## src/rtl/sram_frame_loader_pkg.sv

```systemverilog
// ---------------------------------------------------------------------------
// sram_frame_loader_pkg
// Shared widths, the loader state enum and the pixel beat payload used by
// sram_frame_loader and its pixel_packer lane register.
// ---------------------------------------------------------------------------
package sram_frame_loader_pkg;

  localparam int unsigned PIX_W        = 8;
  localparam int unsigned PIX_PER_WORD = 8;
  localparam int unsigned WORD_W       = 64;
  localparam int unsigned CNT_W        = $clog2(PIX_PER_WORD);

  // Loader control states
  typedef enum logic [1:0] {
    IDLE     = 2'd0,
    WAIT_SOF = 2'd1,
    FILL     = 2'd2,
    DONE     = 2'd3
  } loaderState_t;

  // One pixel beat on the input stream
  typedef struct packed {
    logic             sof;
    logic [PIX_W-1:0] data;
  } pixBeat_t;

endpackage : sram_frame_loader_pkg

```

## src/rtl/sram_frame_loader_packer.sv

```systemverilog
// ---------------------------------------------------------------------------
// pixel_packer
// Packs PIX_PER_WORD pixels MSB-first into one WORD_W word. Pixel k of a word
// lands in word[WORD_W-1-PIX_W*k -: PIX_W].
//
// Ports:
//   clk, reset   clock and synchronous active-high reset
//   clear        empty the lane register and zero the byte counter
//   loadFirst    store pixIn as byte 0 of a fresh word (counter -> 1)
//   push         store pixIn in the next byte lane
//   pixIn        pixel value
//   wordDone_c   push of the last byte of a word this cycle (combinational)
//   word_c       packed word including the pixel being pushed (combinational)
// Priority: clear > loadFirst > push.
// ---------------------------------------------------------------------------
module pixel_packer
  import sram_frame_loader_pkg::*;
(
  input  logic              clk,
  input  logic              reset,
  input  logic              clear,
  input  logic              loadFirst,
  input  logic              push,
  input  logic [PIX_W-1:0]  pixIn,
  output logic              wordDone_c,
  output logic [WORD_W-1:0] word_c
);

  logic [CNT_W-1:0]  byteCnt;
  logic [WORD_W-1:0] laneReg;

  // Merge the incoming pixel into its lane so a completed word is available
  // in the same cycle as its last handshake.
  always_comb begin
    word_c = laneReg;
    for (int unsigned k = 0; k < PIX_PER_WORD; k++) begin
      if (push && (byteCnt == CNT_W'(k))) begin
        word_c[(PIX_PER_WORD-1-k)*PIX_W +: PIX_W] = pixIn;
      end
    end
  end

  assign wordDone_c = push && (byteCnt == CNT_W'(PIX_PER_WORD - 1));

  // Lane register and byte counter; the counter wraps naturally after the last lane
  always_ff @(posedge clk) begin
    if (reset || clear) begin
      laneReg <= '0;
      byteCnt <= '0;
    end else if (loadFirst) begin
      laneReg <= {pixIn, {(WORD_W-PIX_W){1'b0}}};
      byteCnt <= CNT_W'(1);
    end else if (push) begin
      laneReg <= word_c;
      byteCnt <= byteCnt + CNT_W'(1);
    end
  end

endmodule : pixel_packer

```

## src/rtl/sram_frame_loader.sv

```systemverilog
// ---------------------------------------------------------------------------
// sram_frame_loader
// Fills one frame of SRAM1 from an 8-bit pixel stream on request of the
// Gaussian stage. Eight pixels are packed MSB-first per 64-bit word and
// written to consecutive word addresses starting at 0. frameReady pulses once
// the whole frame is written.
//
// Ports:
//   clk, reset   clock and synchronous active-high reset
//   getNext      fill request (level, only looked at in IDLE)
//   pix_valid    pixel present on pix_data
//   pix_data     pixel value
//   pix_sof      current pixel is the first of a frame
//   pix_ready    loader accepts a pixel this cycle
//   we1          SRAM1 write enable, one cycle per word
//   write_addr1  SRAM1 word address
//   data1        packed word
//   frameReady   one-cycle pulse after the last word is written
//   sofErr       one-cycle pulse on an SOF that arrives mid-frame
//   busy         loader is in any state other than IDLE
// All outputs are registered.
// ---------------------------------------------------------------------------
module sram_frame_loader
  import sram_frame_loader_pkg::*;
#(
  parameter int unsigned FRAME_WORDS = 524288,
  parameter int unsigned ADDR_W      = 20
) (
  input  logic              clk,
  input  logic              reset,
  input  logic              getNext,
  input  logic              pix_valid,
  input  logic [PIX_W-1:0]  pix_data,
  input  logic              pix_sof,
  output logic              pix_ready,
  output logic              we1,
  output logic [ADDR_W-1:0] write_addr1,
  output logic [WORD_W-1:0] data1,
  output logic              frameReady,
  output logic              sofErr,
  output logic              busy
);

  localparam logic [ADDR_W-1:0] LAST_ADDR = ADDR_W'(FRAME_WORDS - 1);

  loaderState_t      state;
  loaderState_t      nextState;
  pixBeat_t          beat;
  logic              handshake;
  logic              loadFirst;
  logic              pushPix;
  logic              clearPacker;
  logic              issueWrite;
  logic              sofHit;
  logic              wordDone_c;
  logic [WORD_W-1:0] word_c;
  logic [ADDR_W-1:0] wordAddr;

  assign beat.sof  = pix_sof;
  assign beat.data = pix_data;

  assign handshake = pix_valid && pix_ready;

  // Datapath strobes; kept out of the FSM block because the packer's
  // wordDone_c depends on pushPix.
  assign loadFirst   = handshake && beat.sof && ((state == WAIT_SOF) || (state == FILL));
  assign pushPix     = handshake && !beat.sof && (state == FILL);
  assign sofHit      = handshake && beat.sof && (state == FILL);
  assign clearPacker = (state == IDLE);
  // An SOF never pushes, so a word completing under SOF is never written.
  assign issueWrite  = wordDone_c;

  pixel_packer u_packer (
    .clk        (clk),
    .reset      (reset),
    .clear      (clearPacker),
    .loadFirst  (loadFirst),
    .push       (pushPix),
    .pixIn      (beat.data),
    .wordDone_c (wordDone_c),
    .word_c     (word_c)
  );

  // State register
  always_ff @(posedge clk) begin
    if (reset) begin
      state <= IDLE;
    end else begin
      state <= nextState;
    end
  end

  // Next-state logic
  always_comb begin
    nextState = state;
    case (state)
      IDLE: begin
        if (getNext) begin
          nextState = WAIT_SOF;
        end
      end
      WAIT_SOF: begin
        if (loadFirst) begin
          nextState = FILL;
        end
      end
      FILL: begin
        if (issueWrite && (wordAddr == LAST_ADDR)) begin
          nextState = DONE;
        end
      end
      DONE: begin
        nextState = IDLE;
      end
      default: begin
        nextState = IDLE;
      end
    endcase
  end

  // Word address counter: restarts on every SOF, advances after each write
  always_ff @(posedge clk) begin
    if (reset || clearPacker || loadFirst) begin
      wordAddr <= '0;
    end else if (issueWrite) begin
      wordAddr <= wordAddr + ADDR_W'(1);
    end
  end

  // Output registers; ready/busy follow the state being entered
  always_ff @(posedge clk) begin
    if (reset) begin
      pix_ready   <= 1'b0;
      busy        <= 1'b0;
      we1         <= 1'b0;
      write_addr1 <= '0;
      data1       <= '0;
      frameReady  <= 1'b0;
      sofErr      <= 1'b0;
    end else begin
      pix_ready  <= (nextState == WAIT_SOF) || (nextState == FILL);
      busy       <= (nextState != IDLE);
      we1        <= issueWrite;
      frameReady <= (state == DONE);
      sofErr     <= sofHit;
      if (issueWrite) begin
        write_addr1 <= wordAddr;
        data1       <= word_c;
      end
    end
  end

endmodule : sram_frame_loader

```

## config.mk

```make
export PLATFORM = sky130hd
export DESIGN_NAME = sram_frame_loader
export DESIGN_NICKNAME = d
export VERILOG_FILES = /design/src/rtl/sram_frame_loader_pkg.sv /design/src/rtl/sram_frame_loader_packer.sv /design/src/rtl/sram_frame_loader.sv
export SDC_FILE = /design/constraint.sdc
export NUM_CORES = 1
export LEC_CHECK = 0
export CAP_MARGIN = 20
export CORE_MARGIN = 4
export CORE_UTILIZATION = 31
export DETAILED_ROUTE_END_ITERATION = 10
export GPL_ROUTABILITY_DRIVEN = 0
export PLACE_DENSITY = 0.6
export SYNTH_ARGS = -nofsm -noshare
export SYNTH_HDL_FRONTEND = slang
export SYNTH_SLANG_ARGS = --single-unit
```

## constraint.sdc

```tcl
create_clock -name clk -period 3.5 [get_ports clk]
set_clock_uncertainty 0.15 [all_clocks]
set_input_delay 1.05 -clock clk [delete_from_list [all_inputs] [get_ports clk]]
set_output_delay 1.05 -clock clk [all_outputs]
set_load 0.02 [all_outputs]
```

==> flow_metrics.env, run 1 <==
export IMPL_power_mw=4.02
export IMPL_post_cts_setup_buffers=0
export IMPL_largest_net_degree_at_the_start_of_global_routing=92
export IMPL_placed_cell_area_mm2=0.00783
export IMPL_reg2reg_depth=8
export IMPL_max_slew_margin_rel_pct=33.0
export IMPL_crit_fanout=9
export IMPL_finish_cell_count_without_fillers=1078
export IMPL_status="finished, final reports clean"
export IMPL_firstDrtPassIters=4
export IMPL_synth_cells=713
export IMPL_chipWidth_um=153
export IMPL_hold_violations=0
export IMPL_power_clock_fraction_pct=48.5
export IMPL_slowest_stage="clkdlybuf4s50_1"
export IMPL_crit_share_post_route_pct=82.1
export IMPL_htree_num_levels=4
export IMPL_postSynthRegisterBits=170
export IMPL_antenna_found_initial=0
export IMPL_netSwitchingFraction_pct=23.0
export IMPL_cp_buffers_inverters=1
export IMPL_postSynth_topFlopCell="dfxtp_1"
export IMPL_vdd_ir_drop_max_mv=0.308
export IMPL_drt_wirelength_per_cell_um=15.0
export IMPL_switching_power_mw=0.925
export IMPL_ctsResizeCount=0
export IMPL_seq_area_frac_synth_pct=52.0
export IMPL_rr_endpoint="pix_ready"
export IMPL_cts_num_sinks=170
export IMPL_power_density_mw_per_mm2=476
export IMPL_syn_cell_area_mm2=0.00654
export IMPL_clk_path_buf_depth=2
export IMPL_setup_worst_path_end_class="output port"
export IMPL_setup_repair_after_global_routing_missed_its_margin="no"
export IMPL_number_of_global_route_vias_before_repair=4979
export IMPL_critical_path_required_ps=2300
export IMPL_syn_area_per_cell_um2=9.17
export IMPL_power_sequential_fraction_pct=48.4
export IMPL_grt_overflow_total=0
export IMPL_layout_commonest_cell="dfxtp_1"
export IMPL_final_antenna_net_count=0
export IMPL_placement_setup_worst_slack_ps=268
export IMPL_track_usage_pct=13.9
export IMPL_final_util_pct=41.2
export IMPL_max_slew_worst_pin_slew_ps=1000
export IMPL_finalSetupViolations=0
export IMPL_crit_arrival_ps=1670
export IMPL_layout_min_cycle_time_ps=2870
export IMPL_setup_slack_on_the_worst_flop_to_flop_path_ps=860
export IMPL_antennaDiodeCount=0
export IMPL_post_route_cell_area_mm2=0.00844
export IMPL_areaGrowthSynthToFinish_pct=29.1
export IMPL_edff_count_synth=0
export IMPL_setup_slack_ps=627
export IMPL_comb_power_share_pct=3.1
export IMPL_holdCritStartpoint="write_addr1[19]"
export IMPL_tightest_hold_margin_ps=302
export IMPL_worstHoldEndpoint="write_addr1[19]"
export IMPL_critPathLaunchType="register"
export IMPL_cpPeakStageDelay_ps=680
export IMPL_grt_first_pass_wirelength_um=26600
export IMPL_hold_depth=2
export IMPL_final_setup_tns_ps=0
export IMPL_vias=5130
export IMPL_reg2reg_from="u_packer.byteCnt[0]"
export IMPL_fmax_ghz=0.348
export IMPL_synthesis_nets=739
export IMPL_detailedPlacementHpwl_um=10500
export IMPL_total_i_o_pin_count=102
export IMPL_numPlacedInstances=1046
export IMPL_worst_skew_pair_late_latency_ps=420
export IMPL_worstSetupPathType="reg -> out"
export IMPL_synthArstFlopShare_pct=0
export IMPL_path_cells="clkdlybuf4s50_1"
export IMPL_worst_setup_hold_path_clk_slew_ps=60
export IMPL_drt_iter0_drc=250
export IMPL_port_buffers=101
export IMPL_leading_cell_types_in_the_layout_fill_and_taps_excluded="dfxtp_1, nor2_1, clkdlybuf4s50_1"
export IMPL_timing_critical_path_max_delay_family="buffers and inverters"
export IMPL_drc=0
export IMPL_holdBufCountCts=0
export IMPL_drive_above_1_share_pct=7.80
export IMPL_clk_root_buffer_cell="clkbuf_16"
export IMPL_min_path_type="reg -> reg"
export IMPL_synthesis_yosys_warnings=0
export IMPL_nNetsFinal=821
export IMPL_tritoncts_num_buffers=17
export IMPL_start_util_pct=31.9
export IMPL_cts_tree="built"
export IMPL_die_area_mm2=0.0235
export IMPL_power_leakage_nw=3.03
export IMPL_maxSlewViolCount=0
export IMPL_finalWirelength_um=16200
export IMPL_max_cap_viols=0
export IMPL_power_report_internal_total_mw=3.09
export IMPL_die_h_um=153
export IMPL_core_area_mm2=0.0205
export IMPL_netlist_cell_type_count=39
export IMPL_via_per_inst=4.76
export IMPL_core_rowCount=52
==> power groups by stage <==
stage | Combinational [mW] | Sequential [mW] | Clock, mW
2_1_floorplan | 0.0676 | 1.99 | 0
3_3_place_gp | 0.128 | 1.99 | 0
3_5_place_dp | 0.127 | 1.99 | 0
4_1_cts | 0.127 | 1.94 | 1.99
5_1_grt | 0.136 | 1.94 | 2.06
6_report | 0.125 | 1.94 | 1.95
==> tightest hold or removal path, cell delays in order, from the launching register on <==
cell and delay [ps]:
dfxtp_1 310, nand2_1 50, a21oi_1 50
==> cell usage after synthesis (6+ instances only) <==
| master | number | area share (%) |
|---|---|---|
| dfxtp_1 | 170 | 52 |
| nor2_1 | 123 | 7.1 |
| nand2_1 | 86 | 4.9 |
| mux2i_1 | 57 | 8.7 |
| a211oi_1 | 51 | 5.9 |
| a21oi_1 | 47 | 3.6 |
| clkbuf_1 | 37 | 2.1 |
| nand3_1 | 25 | 1.9 |
| buf_2 | 14 | 1.1 |
| ha_1 | 13 | 2.5 |
| nand4_1 | 9 | 0.86 |
| a311oi_1 | 8 | 1.1 |
| inv_1 | 6 | 0.34 |
==> cell families (layout without fill, tap and decap cells) <==
family / Yosys count / count (layout) / synth area share (%)
AND/OR/NAND/NOR: 281 / 281 / 19.2
flip-flops: 170 / 170 / 52.0
AO/OA/AOI/OAI: 120 / 120 / 12.2
buffers and inverters: 63 / 158 / 4.11
multiplexers: 57 / 57 / 8.73
adder cells (fa/ha/maj): 13 / 13 / 2.49
XOR/XNOR: 9 / 9 / 1.21
==> layer usage <==
| metal | GRT usage [%] | vias up | wire length (um) |
|---|---|---|---|
| li1 | - | 2639 | - |
| met1 | 19.0 | 2383 | 7980 |
| met2 | 21.8 | 95 | 7340 |
| met3 | 3.90 | 13 | 664 |
| met4 | 3.65 | 0 | 167 |
| met5 | 0 | - | 0 |
==> state kept, by name, indices dropped and copies added, names as in the netlist <==
register / flops
sofErr: 1
data1: 64
frameReady: 1
busy: 1
wordAddr: 20
pix_ready: 1
we1: 1
state: 2
write_addr1: 20
u_packer.laneReg: 56
u_packer.byteCnt: 3
==> cell type report <==
cell class,count,area [um2]
well taps,270,338
clock buffers,20,457
inverters,6,22.5
repair buffers,120,1200
flip-flops and latches,170,3400
clock inverters,12,151
multi-input cells,480,2870
fillers,2054,12100
==> worst max-delay path by stage <==
stage               from        end  cells after the start
5_1_grt        pix_ready  pix_ready                      1
4_1_cts        pix_ready  pix_ready                      1
2_1_floorplan    pix_sof  pix_ready                      6
6_report       pix_ready  pix_ready                      1
3_3_place_gp     pix_sof  pix_ready                      7
3_5_place_dp   pix_valid  pix_ready                      7
Power figures use the tool's default switching activity.
==> inputs of run 2 (changes only) <==
--- a/config.mk
+++ b/config.mk
@@ -10,7 +10,7 @@
 export CORE_UTILIZATION = 31
 export DETAILED_ROUTE_END_ITERATION = 10
 export GPL_ROUTABILITY_DRIVEN = 0
-export PLACE_DENSITY = 0.6
+export PLACE_DENSITY = 0.62
 export SYNTH_ARGS = -nofsm -noshare
 export SYNTH_HDL_FRONTEND = slang
 export SYNTH_SLANG_ARGS = --single-unit
==> constraint.sdc (replaced) <==
create_clock -name clk -period 2.3 [get_ports clk]
set_clock_uncertainty 0.15 [all_clocks]
set_input_delay 0.69 -clock clk [delete_from_list [all_inputs] [get_ports clk]]
set_output_delay 0.69 -clock clk [all_outputs]
set_load 0.02 [all_outputs]
==> run 2 against run 1 <==
  * Highest routed layer unchanged
  * Cell count rose by 4.1%
  * Via count up 4.2%
  * Routed wire length rose by 4.1%
  * Utilization increased by 2.4 points
  * Critical endpoint is now data1[35]
  * First-iteration DRC count down 10%
  * Global-route usage is 0.49 points higher
  * Setup slack got worse by 580 ps
  * Worst hold slack gained 2.1 ps
==> flow_metrics.env, run 2 (synthesis gave the netlist of run 1 again) <==
export IMPL_firstDrtPassIters=4
export IMPL_track_usage_pct=14.4
export IMPL_detailedPlacementHpwl_um=11200
export IMPL_areaGrowthSynthToFinish_pct=36.5
export IMPL_die_area_mm2=0.0235
export IMPL_core_rowCount=52
export IMPL_setup_slack_ps=49.7
export IMPL_hold_depth=2
export IMPL_power_mw=6.11
export IMPL_reg2reg_from="u_packer.byteCnt[1]"
export IMPL_maxSlewViolCount=0
export IMPL_rr_endpoint="pix_ready"
export IMPL_start_util_pct=31.9
export IMPL_port_buffers=101
export IMPL_slowest_stage="clkdlybuf4s50_1"
export IMPL_top_regs="data1 (64), u_packer.laneReg (56)"
export IMPL_clk_path_buf_depth=2
export IMPL_max_slew_worst_pin_slew_ps=1050
export IMPL_crit_fanout=2
export IMPL_grt_overflow_total=0
export IMPL_worst_setup_path_startpoint="data1[35]"
export IMPL_layout_min_cycle_time_ps=2250
export IMPL_final_antenna_net_count=0
export IMPL_htree_num_levels=4
export IMPL_number_of_global_route_vias_before_repair=5254
export IMPL_finalSetupViolations=0
export IMPL_crit_arrival_ps=1410
export IMPL_antenna_found_initial=0
export IMPL_crit_share_post_route_pct=97.8
export IMPL_cp_buffers_inverters=1
export IMPL_placement_setup_worst_slack_ps=-413
export IMPL_total_i_o_pin_count=102
export IMPL_power_leakage_nw=3.53
export IMPL_drive_above_1_share_pct=13.7
export IMPL_critical_path_required_ps=1460
export IMPL_finalWirelength_um=16800
export IMPL_multi_input_area_mm2=0.00291
export IMPL_status="finished, final reports clean"
export IMPL_reg2reg_depth=8
export IMPL_max_flop_register="data1"
export IMPL_grt_first_pass_wirelength_um=27400
export IMPL_hold_violations=0
export IMPL_core_area_mm2=0.0205
export IMPL_setup_repair_after_global_routing_missed_its_margin="yes"
export IMPL_holdCritStartpoint="write_addr1[6]"
export IMPL_maxUsedRoutingLayer="met4"
export IMPL_final_fill_count=2032
export IMPL_timing_critical_path_max_delay_family="buffers and inverters"
export IMPL_power_density_mw_per_mm2=685
export IMPL_drt_iter0_drc=224
export IMPL_critPathLaunchType="register"
export IMPL_max_cap_viols=0
export IMPL_cts_tree="built"
export IMPL_antennaDiodeCount=0
export IMPL_die_h_um=153
export IMPL_fmax_ghz=0.444
export IMPL_seq_area_mm2=0.00341
export IMPL_vias=5345
export IMPL_chipWidth_um=153
export IMPL_setup_slack_on_the_worst_flop_to_flop_path_ps=80
export IMPL_drt_wirelength_per_cell_um=15.0
export IMPL_met2_length_um=7700
export IMPL_layout_commonest_cell="dfxtp_1"
export IMPL_met3RoutedLength_um=987
export IMPL_max_ffs_per_register=64
export IMPL_clk_root_buffer_cell="clkbuf_16"
export IMPL_worstSetupPathType="reg -> out"
export IMPL_wl_met1_um=8000
export IMPL_via_per_inst=4.76
export IMPL_path_cells="clkdlybuf4s50_1"
export IMPL_holdBufCountCts=0
export IMPL_vdd_ir_drop_max_mv=0.482
export IMPL_worst_skew_pair_late_latency_ps=430
export IMPL_cts_num_sinks=170
export IMPL_setup_worst_path_end_class="output port"
export IMPL_leading_cell_types_in_the_layout_fill_and_taps_excluded="dfxtp_1, nor2_1, nand2_1"
export IMPL_nNetsFinal=865
export IMPL_worstHoldEndpoint="write_addr1[6]"
export IMPL_cpPeakStageDelay_ps=620
export IMPL_worst_setup_hold_path_clk_slew_ps=70
export IMPL_tritoncts_num_buffers=17
export IMPL_min_path_type="reg -> reg"
export IMPL_largest_net_degree_at_the_start_of_global_routing=92
export IMPL_max_slew_margin_rel_pct=30.0
export IMPL_drc=0
run 2: cell types whose count changed in the layout (fill, tap and decap cells not counted), moves of 3 or more:
cell	change
dlymetal6s2s_1	+14
ha_1	-4
buf_12	+6
clkinv_8	+3
clkdlybuf4s50_1	-16
buf_4	+38
run 2: area by class of cell:
class                   count  area share (%)
clock buffers              18            4.92
clock inverters            14            1.96
inverters                   6           0.252
multi-input cells         480            32.6
flip-flops and latches    170            38.1
well taps                 270            3.78
repair buffers            164            18.3
run 2: layer usage:
layer  global-route usage [%]  up-vias
met1                     19.5     2490
met4                     4.54        0
met2                     22.7      129
met5                        0        -
li1                         -     2719
met3                     3.68        7
run 2: power by group:
part           internal, mW  switching (mW)
logic                0.0861           0.144
registers              2.95         0.00439
clock network          1.59            1.34
run 2: worst reg2reg max path, stage by stage (launching register included):
cell      delay, ps
dfxtp_2         360
ha_4            150
ha_4            120
and4_4          220
nand4_1         120
a2111o_1        410
and2_1          170
ha_1            260
nor2b_4         120
run 2: through the flow:
step | TNS, ps | util, % | instance area (um2) | hold WS, ps | cells
global placement | -29670 | 40.2 | 8230 | 291 | 1088
CTS | 0 | 43.2 | 8840 | 306 | 1120
finish | 0 | 43.6 | 8930 | 304 | 1122
detailed placement | -34380 | 40.2 | 8230 | 296 | 1088
global route | -32.5 | 43.6 | 8930 | 326 | 1122
floorplan | 0 | - | 6550 | 286 | 713
run 2: how the worst max path moves through the flow:
stage | end | slack, ps | cells past startpoint
final | data1[35] | 50 | 1
after global routing | pix_ready | -30 | 8
after CTS | data1[37] | 7 | 1
after detailed placement | pix_ready | -410 | 7
after global placement | pix_ready | -390 | 7
after floorplan | pix_ready | 10 | 6
run 2: what timing repair did:
| action | CTS | global route |
|---|---|---|
| pin swaps | 0 | 7 |
| resized for setup | 2 | 21 |
| setup endpoints to repair | 2 | 20 |
| setup buffers | 0 | 2 |
==> inputs of run 3 (changes only) <==
--- a/config.mk
+++ b/config.mk
@@ -7,10 +7,10 @@
 export LEC_CHECK = 0
 export CAP_MARGIN = 20
 export CORE_MARGIN = 4
-export CORE_UTILIZATION = 31
+export CORE_UTILIZATION = 48
 export DETAILED_ROUTE_END_ITERATION = 10
 export GPL_ROUTABILITY_DRIVEN = 0
-export PLACE_DENSITY = 0.62
+export PLACE_DENSITY = 0.84
 export SYNTH_ARGS = -nofsm -noshare
 export SYNTH_HDL_FRONTEND = slang
 export SYNTH_SLANG_ARGS = --single-unit
==> run 3 against run 2 <==
  * Count of clock-buffer cells in the layout is 9 higher
  * Combinational power hardly changed
  * First-iteration DRC count is 66% higher
  * Maximum frequency is 0.74% lower
  * Flip-flop and latch count stayed put
  * Final area is 0.70% lower
  * Die area is 34% lower
  * Cell count is 8.2% lower
  * Via count is 3.8% higher
  * Register-to-register slack worse by 40 ps
  * Global-route usage is 6.0 points higher
  * Utilization is 23 points higher
  * Largest cell class unchanged
==> flow_metrics.env, run 3 (synthesis gave the netlist of run 1 again) <==
export IMPL_nNetsFinal=867
export IMPL_core_rowCount=42
export IMPL_cp_buffers_inverters=1
export IMPL_htree_num_levels=4
export IMPL_crit_fanout=3
export IMPL_holdCritStartpoint="write_addr1[8]"
export IMPL_crit_share_post_route_pct=98.6
export IMPL_reg2reg_depth=8
export IMPL_total_i_o_pin_count=102
export IMPL_power_mw=6.08
export IMPL_number_of_global_route_vias_before_repair=5346
export IMPL_tightest_hold_margin_ps=301
export IMPL_worstSetupPathType="reg -> out"
export IMPL_hold_depth=2
export IMPL_clk_path_buf_depth=2
export IMPL_track_usage_pct=20.5
export IMPL_power_clock_fraction_pct=47.5
export IMPL_cpPeakStageDelay_ps=620
export IMPL_maxSlewViolCount=0
export IMPL_via_per_inst=5.39
export IMPL_worst_skew_pair_late_latency_ps=420
export IMPL_antenna_found_initial=0
export IMPL_layout_commonest_cell="dfxtp_1"
export IMPL_switching_power_mw=1.26
export IMPL_vdd_ir_drop_max_mv=0.542
export IMPL_fmax_ghz=0.441
export IMPL_layout_min_cycle_time_ps=2270
export IMPL_critical_path_required_ps=1460
export IMPL_firstDrtPassIters=5
export IMPL_power_density_mw_per_mm2=685
export IMPL_max_flop_register="data1"
export IMPL_power_leakage_nw=3.37
export IMPL_slowest_stage="clkdlybuf4s50_1"
export IMPL_power_report_internal_total_mw=4.82
export IMPL_path_cells="clkdlybuf4s50_1"
export IMPL_final_fill_count=1002
export IMPL_final_util_pct=66.7
export IMPL_hold_violations=0
export IMPL_finalWirelength_um=16300
export IMPL_top_regs="data1 (64), u_packer.laneReg (56)"
export IMPL_cts_num_sinks=170
export IMPL_drc=0
export IMPL_worst_setup_hold_path_clk_slew_ps=60
export IMPL_placed_cell_area_mm2=0.00820
export IMPL_die_area_mm2=0.0156
export IMPL_drt_iter0_drc=371
export IMPL_port_buffers=101
export IMPL_leading_cell_types_in_the_layout_fill_and_taps_excluded="dfxtp_1, nor2_1, clkdlybuf4s50_1"
export IMPL_status="finished, final reports clean"
export IMPL_final_setup_tns_ps=0
export IMPL_clk_root_buffer_cell="clkbuf_16"
export IMPL_max_slew_worst_pin_slew_ps=1000
export IMPL_setup_worst_path_end_class="output port"
export IMPL_start_util_pct=49.2
export IMPL_rr_endpoint="pix_ready"
export IMPL_drive_above_1_share_pct=13.5
export IMPL_min_path_type="reg -> reg"
export IMPL_core_area_mm2=0.0133
export IMPL_drt_wirelength_per_cell_um=15.8
export IMPL_die_h_um=125
export IMPL_post_route_cell_area_mm2=0.00887
export IMPL_max_ffs_per_register=64
export IMPL_largest_net_degree_at_the_start_of_global_routing=92
export IMPL_max_slew_margin_rel_pct=33.1
export IMPL_grt_overflow_total=0
export IMPL_detailedPlacementHpwl_um=10600
export IMPL_grt_first_pass_wirelength_um=26200
export IMPL_setup_repair_after_global_routing_missed_its_margin="yes"
export IMPL_reg2reg_from="u_packer.byteCnt[0]"
export IMPL_max_cap_viols=0
export IMPL_vias=5549
export IMPL_worstHoldEndpoint="write_addr1[8]"
export IMPL_final_antenna_net_count=0
export IMPL_timing_critical_path_max_delay_family="buffers and inverters"
export IMPL_cts_tree="built"
export IMPL_tritoncts_num_buffers=17
export IMPL_crit_arrival_ps=1430
export IMPL_finalSetupViolations=0
export IMPL_chipWidth_um=125
export IMPL_critPathLaunchType="register"
export IMPL_power_sequential_fraction_pct=48.6
export IMPL_setup_slack_on_the_worst_flop_to_flop_path_ps=40
export IMPL_comb_power_share_pct=3.8
export IMPL_antennaDiodeCount=0
export IMPL_netSwitchingFraction_pct=20.7
export IMPL_areaGrowthSynthToFinish_pct=35.6
[run 3: cell types whose count changed in the layout (fill, tap and decap cells not counted), sizes merged]
cell / before / now
buf: 64 / 66
dlygate4sd2: 2 / 0
dlymetal6s2s: 14 / 4
clkdlybuf4s50: 84 / 96
clkinv: 5 / 2
bufinv: 1 / 2
inv: 13 / 6
clkbuf: 18 / 27
[run 3: power groups by stage]
stage	combinational [mW]	sequential, mW	clock [mW]
after detailed placement	0.229	3.02	0
after floorplan	0.103	3.03	0
after global routing	0.249	2.95	3.03
final	0.233	2.95	2.89
after global placement	0.225	3.02	0
after CTS	0.230	2.95	2.91
[run 3: worst max path at each step]
stage                             start         to  slack, ps  depth (start not counted)
floorplan                       pix_sof  pix_ready         10                          6
global placement                pix_sof  pix_ready       -380                          7
detailed placement              pix_sof  pix_ready       -430                          7
CTS                 u_packer.byteCnt[0]  pix_ready         10                          8
global route        u_packer.byteCnt[0]  pix_ready        -20                          8
finish                        pix_ready  pix_ready         30                          1
[run 3: layer usage]
metal  global-route usage, %  vias up  wire (um)
met4                    8.90        0        403
li1                        -     2726          -
met1                    26.3     2646       7170
met5                       0        -          0
met3                    4.42       33        728
met2                    33.3      144       7950
[run 3: layout make-up]
cell class	instances	area, um2	share of cell area (%)
sequential	170	3410	38.4
multi-input combinational	480	2910	32.8
timing repair buffer	166	1700	19.2
clock buffer	27	523	5.90
tap	176	220	2.48
clock inverter	5	81.3	0.917
inverter	6	22.5	0.254
[run 3: stage by stage]
stage | worst slack, ps | cells
floorplan | 13.6 | 713
global placement | -375 | 995
detailed placement | -432 | 995
CTS | 15.0 | 1027
global route | -23.4 | 1030
finish | 33.0 | 1030
[run 3: timing repair]
| action | 4_1_cts | 5_1_grt |
|---|---|---|
| gates resized for setup | 0 | 12 |
| hold endpoints to repair | 0 | 0 |
| endpoints found under the setup margin | 0 | 7 |
| setup buffers | 0 | 3 |
| hold buffers | 0 | 0 |
